**config.mk**
```make
export PLATFORM = sky130hd
export DESIGN_NAME = eep_code_loader
export DESIGN_NICKNAME = d
export VERILOG_FILES = /design/src/rtl/eep_code_loader.sv
export SDC_FILE = /design/constraint.sdc
export NUM_CORES = 1
export LEC_CHECK = 0
export ABC_AREA = 1
export CAP_MARGIN = 5
export CORE_MARGIN = 3
export CORE_UTILIZATION = 51
export DETAILED_ROUTE_END_ITERATION = 7
export GPL_TIMING_DRIVEN = 0
export HOLD_SLACK_MARGIN = 0.06
export PLACE_DENSITY_LB_ADDON = 0.15
export REMOVE_ABC_BUFFERS = 1
export SYNTH_ARGS = -nofsm -noshare
export SYNTH_HDL_FRONTEND = slang
export SYNTH_SLANG_ARGS = --single-unit
```
**constraint.sdc**
```tcl
create_clock -name clk -period 2.7 [get_ports clk]
set_input_delay 0.54 -clock clk [delete_from_list [all_inputs] [get_ports clk]]
set_output_delay 0.54 -clock clk [all_outputs]
set_load 0.01 [all_outputs]
```
**src/rtl/eep_code_loader.sv**
```systemverilog
// Boot-time code loader: turns a length-prefixed byte stream into code-memory word writes, then enables the core.
// Optional EEP_LOADER_CHECKSUM_EN: a trailing XOR checksum byte must match before the core is released.
module eep_code_loader #(
  parameter int REG_WIDTH = 16
) (
  input  logic                 clk,
  input  logic                 rst,
  input  logic [7:0]           in_data,
  input  logic                 in_valid,
  output logic                 in_ready,
  input  logic                 reload,
  output logic                 mem_wen,
  output logic [REG_WIDTH-1:0] mem_addr,
  output logic [REG_WIDTH-1:0] mem_din,
  output logic                 cpen,
  output logic                 err
);

  localparam int BYTES = REG_WIDTH / 8;

  typedef enum logic [2:0] {
    LEN_LO,
    LEN_HI,
    DATA_LO,
    DATA_HI,
    CSUM,
    RUN,
    ERROR
  } state_t;

`ifdef EEP_LOADER_CHECKSUM_EN
  localparam state_t LOAD_DONE = CSUM;
`else
  localparam state_t LOAD_DONE = RUN;
`endif

  state_t               state;
  state_t               state_next;
  logic [15:0]          count;
  logic [7:0]           byte_idx;
  logic [REG_WIDTH-9:0] word_buf;
  logic [REG_WIDTH-1:0] word_idx;
  logic                 accept;
  logic                 last_word;
`ifdef EEP_LOADER_CHECKSUM_EN
  logic [7:0]           csum;
`endif

  assign accept    = in_valid && in_ready;
  assign last_word = (word_idx[15:0] + 16'd1) == count;

  always_ff @(posedge clk or posedge rst) begin
    if (rst) state <= LEN_LO;
    else     state <= state_next;
  end

  always_comb begin
    state_next = state;
    if (reload) begin
      state_next = LEN_LO;
    end else begin
      case (state)
        LEN_LO:  if (accept) state_next = LEN_HI;
        LEN_HI:  if (accept) state_next = ({in_data, count[7:0]} == 16'd0) ? LOAD_DONE : DATA_LO;
        DATA_LO: if (accept && byte_idx == 8'(BYTES - 2)) state_next = DATA_HI;
        DATA_HI: if (accept) state_next = last_word ? LOAD_DONE : DATA_LO;
`ifdef EEP_LOADER_CHECKSUM_EN
        CSUM:    if (accept) state_next = (in_data == csum) ? RUN : ERROR;
`else
        CSUM:    state_next = RUN;
`endif
        RUN:     state_next = RUN;
        ERROR:   state_next = ERROR;
        default: state_next = LEN_LO;
      endcase
    end
  end

  // cpen waits out the final write strobe so the core never starts while memory is still being written.
  always_comb begin
    in_ready = 1'b0;
    cpen     = 1'b0;
    err      = 1'b0;
    case (state)
      LEN_LO, LEN_HI, DATA_LO, DATA_HI, CSUM: in_ready = !reload && !rst;
      RUN:     cpen = !mem_wen;
      ERROR:   err  = 1'b1;
      default: in_ready = 1'b0;
    endcase
  end

  always_ff @(posedge clk or posedge rst) begin
    if (rst) begin
      count    <= '0;
      byte_idx <= '0;
      word_buf <= '0;
      word_idx <= '0;
      mem_wen  <= 1'b0;
      mem_addr <= '0;
      mem_din  <= '0;
`ifdef EEP_LOADER_CHECKSUM_EN
      csum     <= '0;
`endif
    end else if (reload) begin
      count    <= '0;
      byte_idx <= '0;
      word_idx <= '0;
      mem_wen  <= 1'b0;
      mem_addr <= '0;
`ifdef EEP_LOADER_CHECKSUM_EN
      csum     <= '0;
`endif
    end else begin
      mem_wen <= 1'b0;
      if (accept) begin
        case (state)
          LEN_LO: count[7:0]  <= in_data;
          LEN_HI: count[15:8] <= in_data;
          DATA_LO: begin
            for (int i = 0; i < BYTES - 1; i++) begin
              if (byte_idx == 8'(i)) word_buf[i*8 +: 8] <= in_data;
            end
            byte_idx <= byte_idx + 8'd1;
`ifdef EEP_LOADER_CHECKSUM_EN
            csum     <= csum ^ in_data;
`endif
          end
          DATA_HI: begin
            mem_wen  <= 1'b1;
            mem_din  <= {in_data, word_buf};
            mem_addr <= word_idx;
            word_idx <= word_idx + REG_WIDTH'(1);
            byte_idx <= '0;
`ifdef EEP_LOADER_CHECKSUM_EN
            csum     <= csum ^ in_data;
`endif
          end
          default: ;
        endcase
      end
    end
  end

endmodule

```
* Yosys cells after proc, flatten, opt, wreduce, memory -nomap -nowiden
Cells that the tools add are included.
Cells by class: add/subtract/negate cells 2, equality and inequality tests 11, muxes and demuxes 27, bitwise operators 1, reduce and logical (&&, ||, !) cells 23
Operators with widths (count):
- $mux 16 | 8
- $mux 8 | 4
- $mux 3 | 7
- $pmux 3 s6 | 1
- $add 16x1->16 const B | 1
- $eq 16x16->1 | 1
- $logic_not 16->1 | 1
- $pmux 8 s2 | 1
- $ne 3x3->1 const B | 4
- $eq 3x3->1 const B | 3
- $add 8x1->8 const B | 1
- $logic_not 8->1 | 1
- $reduce_and 2->1 | 4
- $reduce_and 4->1 | 2
- $reduce_bool 2->1 | 4
- $eq 3x2->1 const B | 2
- $mux 1 | 6
- $reduce_or 5->1 | 1
- $eq 3x1->1 const B | 1
- $logic_and 1x1->1 | 3
- $logic_not 1->1 | 3
- $logic_not 3->1 | 1
- $reduce_and 3->1 | 1
- $reduce_bool 3->1 | 1
- 2 further kinds | 2
Word-level totals: register bits after elaboration 84, output and inout port bits 36, word-level logic and storage cells 73

* Longest topological paths before layout
depth after elaboration 8, mapped depth 16, depth with buffers taken out 16

* Worst setup path before layout
No wires, ideal clock.
kind input to register, from in reload, to reg word_buf[0], arrival 1701 ps, path slack 881 ps, stages 9, buffers on the path 1, cell sequence inv_1 o21ai_1 nor2_2 nand2_4 nor3_2 nand2_2 buf_4 nand2_1 o21ai_2
On the way: longest elaborated chain between the ends 5, elaborated cells on any way between the ends 6, those cells by class mux (1); bitwise (1); reduce/logical (4)
RTL lines:
- from (decl) | RTL line 11 | input logic reload,
- $logic_not 1->1 | RTL line 85 | LEN_LO, LEN_HI, DATA_LO, DATA_HI, CSUM: in_ready = !reload && !rst;
- $logic_and 1x1->1 | RTL line 85
- $mux 1 | RTL line 84 | case (state)
- net in_ready | RTL line 10 | output logic in_ready,
- $logic_and 1x1->1 | RTL line 49 | assign accept = in_valid && in_ready;
- $reduce_and 4->1 (no line)
- to (signal, indexed assignment) | RTL line 121 | if (byte_idx == 8'(i)) word_buf[i*8 +: 8] <= in_data;
- to (decl) | RTL line 41 | logic [REG_WIDTH-9:0] word_buf;
The timed path passes the listed nets, and every way through them passes these cells. A chain may end at the register's enable or synchronous reset.

* Worst setup path in the final report
from in reload, to out in_ready
On the way: longest elaborated chain between the ends 3
RTL lines (RTL line):
- $logic_not 1->1 | 85
- $logic_and 1x1->1 | 85
- $mux 1 | 84
- to (decl) | 10
Every way passes these cells.

==> qor.txt <==
P_int - 2.11 mW
TritonCTS buffer count - 9
worst hold path type - reg -> reg
number of DRC markers in iteration 0 - 203
slowest CP cell - clkdlybuf4s50_1
total iterations of the first detailed-routing run - 4
Reg power frac - 49.6%
worst slew pin tran - 513 ps
# setup viols final - 0
post-layout minimum cycle time - 2370 ps
Die Span Y - 97.3 um
Worst Skew - 7.47 ps
clk_lat worst skew - 360 ps
Final Hold Violating Endpoints - 0
Initial Utilization - 53.9%
Post-synth ARST share - 100%
Leakage - 2.28 nW
Yosys top cell area share - 49.5%
worst path required time - 2160 ps
Peak VDD IR - 0.425 mV
CTS tree - done
Post-CTS Setup Inserts - 0
DR DRC count - 0
crit end category - output port
most instantiated cells after synthesis - nand2_1 (164), dfrtp_1 (84), inv_1 (64)
Synth area leaders - dfrtp_1 (49%), nand2_1 (14%), o21ai_0 (6.1%)
initial antenna violation count - 0
H-tree lvl count - 3
register area share after synthesis - 49.5%
share of layout cells above drive strength 1 - 8.70%
Final #Nets - 596
WL/cell - 14.0 um
top cell type by total area after synthesis - dfrtp_1
critical path cell sequence - clkbuf_2 > inv_2 > o21ai_1 > nor2_2 > clkdlybuf4s50_1
routed via count - 3664
GRT overflow - 0
Cells after Synth - 533
I/O pin count - 48
clock sink count - 84
Ys Warns - 0
Hold Path Depth - 2
Power Total - 3.11 mW
drt via density - 5.33
sw frac - 32.3%
Post-DP HPWL - 6.82 mm
FF-to-FF path depth - 14
GRT Overall Usage - 21.5%
Port Buffers - 47
Tcrit/Tclk final - 87.9%
Slew headroom - 65.5%
maxcap violations - 0
status - finished clean
Max Buffers Root-to-Sink - 2
die area - 9470 sq um
global-route wire length before repair - 16.7 mm
crit path kind - in -> out
total wire length - 9.62 mm
Resize count post-CTS - 1
Comb pwr share - 22.9%
clk root buf - clkbuf_8
Distinct cells, synth - 35
Power Density - 623 nW/um^2
Clock Power Share - 27.5%
core area - 7890 sq um
vias in the first global route - 3556
Rows - 32
ys flop type - dfrtp_1
FMAX - 421 MHz
Clock Pin Slew Worst Setup and Hold Paths - 90 ps
Antenna diodes - 0
most common cell in the netlist - nand2_1
EDFF count, synth - 0
DRT antenna net count - 0
largest net degree at the start of global routing - 50
Synth Area per Inst - 7.97 sq um
Post-Syn Area - 4250 sq um
crit-path max FO - 11
hold_buf cts - 0
Area Overhead vs Synth - 17.5%
RSZ-0062 raised after global routing - no
setup TNS - 0 ps
register bit total from synthesis - 84
die width - 97.3 um
Psw - 1.01 mW
crit path DAT - 1830 ps
Slew Limit Fails - 0
gpl congestion - 0.907
CP peak stage delay - 570 ps
startpoint types - input port
==> worst paths after layout <==
check	endpoint	slack [ps]	from
hold / removal	mem_din[3]	480	mem_din[3]
hold reg to reg	mem_din[3]	480	mem_din[3]
max in group asynchronous	word_idx[6]	1480	rst
min in group asynchronous	mem_din[9]	620	rst
setup / recovery	in_ready	330	reload
setup reg to reg	state[1]	380	word_idx[0]
==> cell usage in the layout (no fill, tap or decap) <==
master           count
and2_1               1
a31oi_1              2
inv_1               61
o22ai_1              8
o211ai_1             1
xnor2_1              1
nand3_1             36
nor2_8               2
clkbuf_2             1
inv_4                2
nand4_1             11
a21boi_1             1
nand2_4              1
clkbuf_8            10
nand2_1            164
nor3_1               4
o21ai_0             52
nor3_2               1
nor4_1               4
dfrtp_1             84
ha_1                 3
buf_16               1
clkinv_2             1
a21oi_1              9
nand2_2              3
clkinvlp_4           3
xnor3_1              1
nor2_4               5
o21ai_2              9
nand3b_1             1
inv_2                5
o21ai_1              5
clkdlybuf4s50_1     46
o32ai_1              1
inv_6                3
nor2_2               4
xor2_1               5
nor2_1              34
==> layout make-up <==
| type | instances | area (sq um) |
|---|---|---|
| clock buffer | 10 | 138 |
| clock inverter | 6 | 46.3 |
| fill | 681 | 2890 |
| inverter | 69 | 268 |
| multi-input combinational | 369 | 1820 |
| sequential | 84 | 2100 |
| tap | 102 | 128 |
| timing repair buffer | 48 | 493 |
==> critical path: cells and delay by family <==
| kind | cells | cell delay, ps |
|---|---|---|
| buffers and inverters | 3 | 1010 |
| and+or+nand+nor | 1 | 180 |
| AOI/OAI and AO/OA | 1 | 100 |
==> stage by stage <==
step	setup slack, ps	instances	area [sq um]	utilization, %	hold WS [ps]
after floorplan	-5.14	522	4180	-	449
after global placement	-1440	671	4780	60.6	459
after detailed placement	-631	672	4810	61.0	463
after CTS	20.6	688	4990	63.3	485
after global routing	227	688	4990	63.3	505
final	327	688	4990	63.3	478
==> cells by family after synthesis <==
family / after synthesis / synth area share, %
flops: 84 / 49.5
xor+xnor: 7 / 1.77
simple gates: 271 / 28.5
compound gates: 88 / 11.7
buf+inv: 80 / 7.71
fa+ha+maj: 3 / 0.883
==> power by group through the flow <==
stage / logic, mW / clock network [mW] / registers, mW
finish: 0.712 / 0.855 / 1.55
global route: 0.797 / 0.932 / 1.57
CTS: 0.718 / 0.875 / 1.54
detailed placement: 0.716 / 0 / 1.57
global placement: 0.691 / 0 / 1.56
floorplan: 0.409 / 0 / 1.58
==> state kept, by name (all words and copies together) (netlist names) <==
register / cells
byte_idx: 8
word_idx: 16
mem_addr: 16
count: 16
mem_wen: 1
state: 3
word_buf: 8
mem_din: 16
==> per-layer routing <==
metal  share of wire (%)  vias to the layer above  GRT usage (%)  wire, um
met5                   0                        -              0         0
met4                 2.4                        0           8.95       233
met3                 4.6                       22           3.52       440
met2                  47                      102           35.2      4550
met1                  46                     1720           28.4      4400
li1                    -                     1820              -         -
Power figures use the tool's default switching activity.
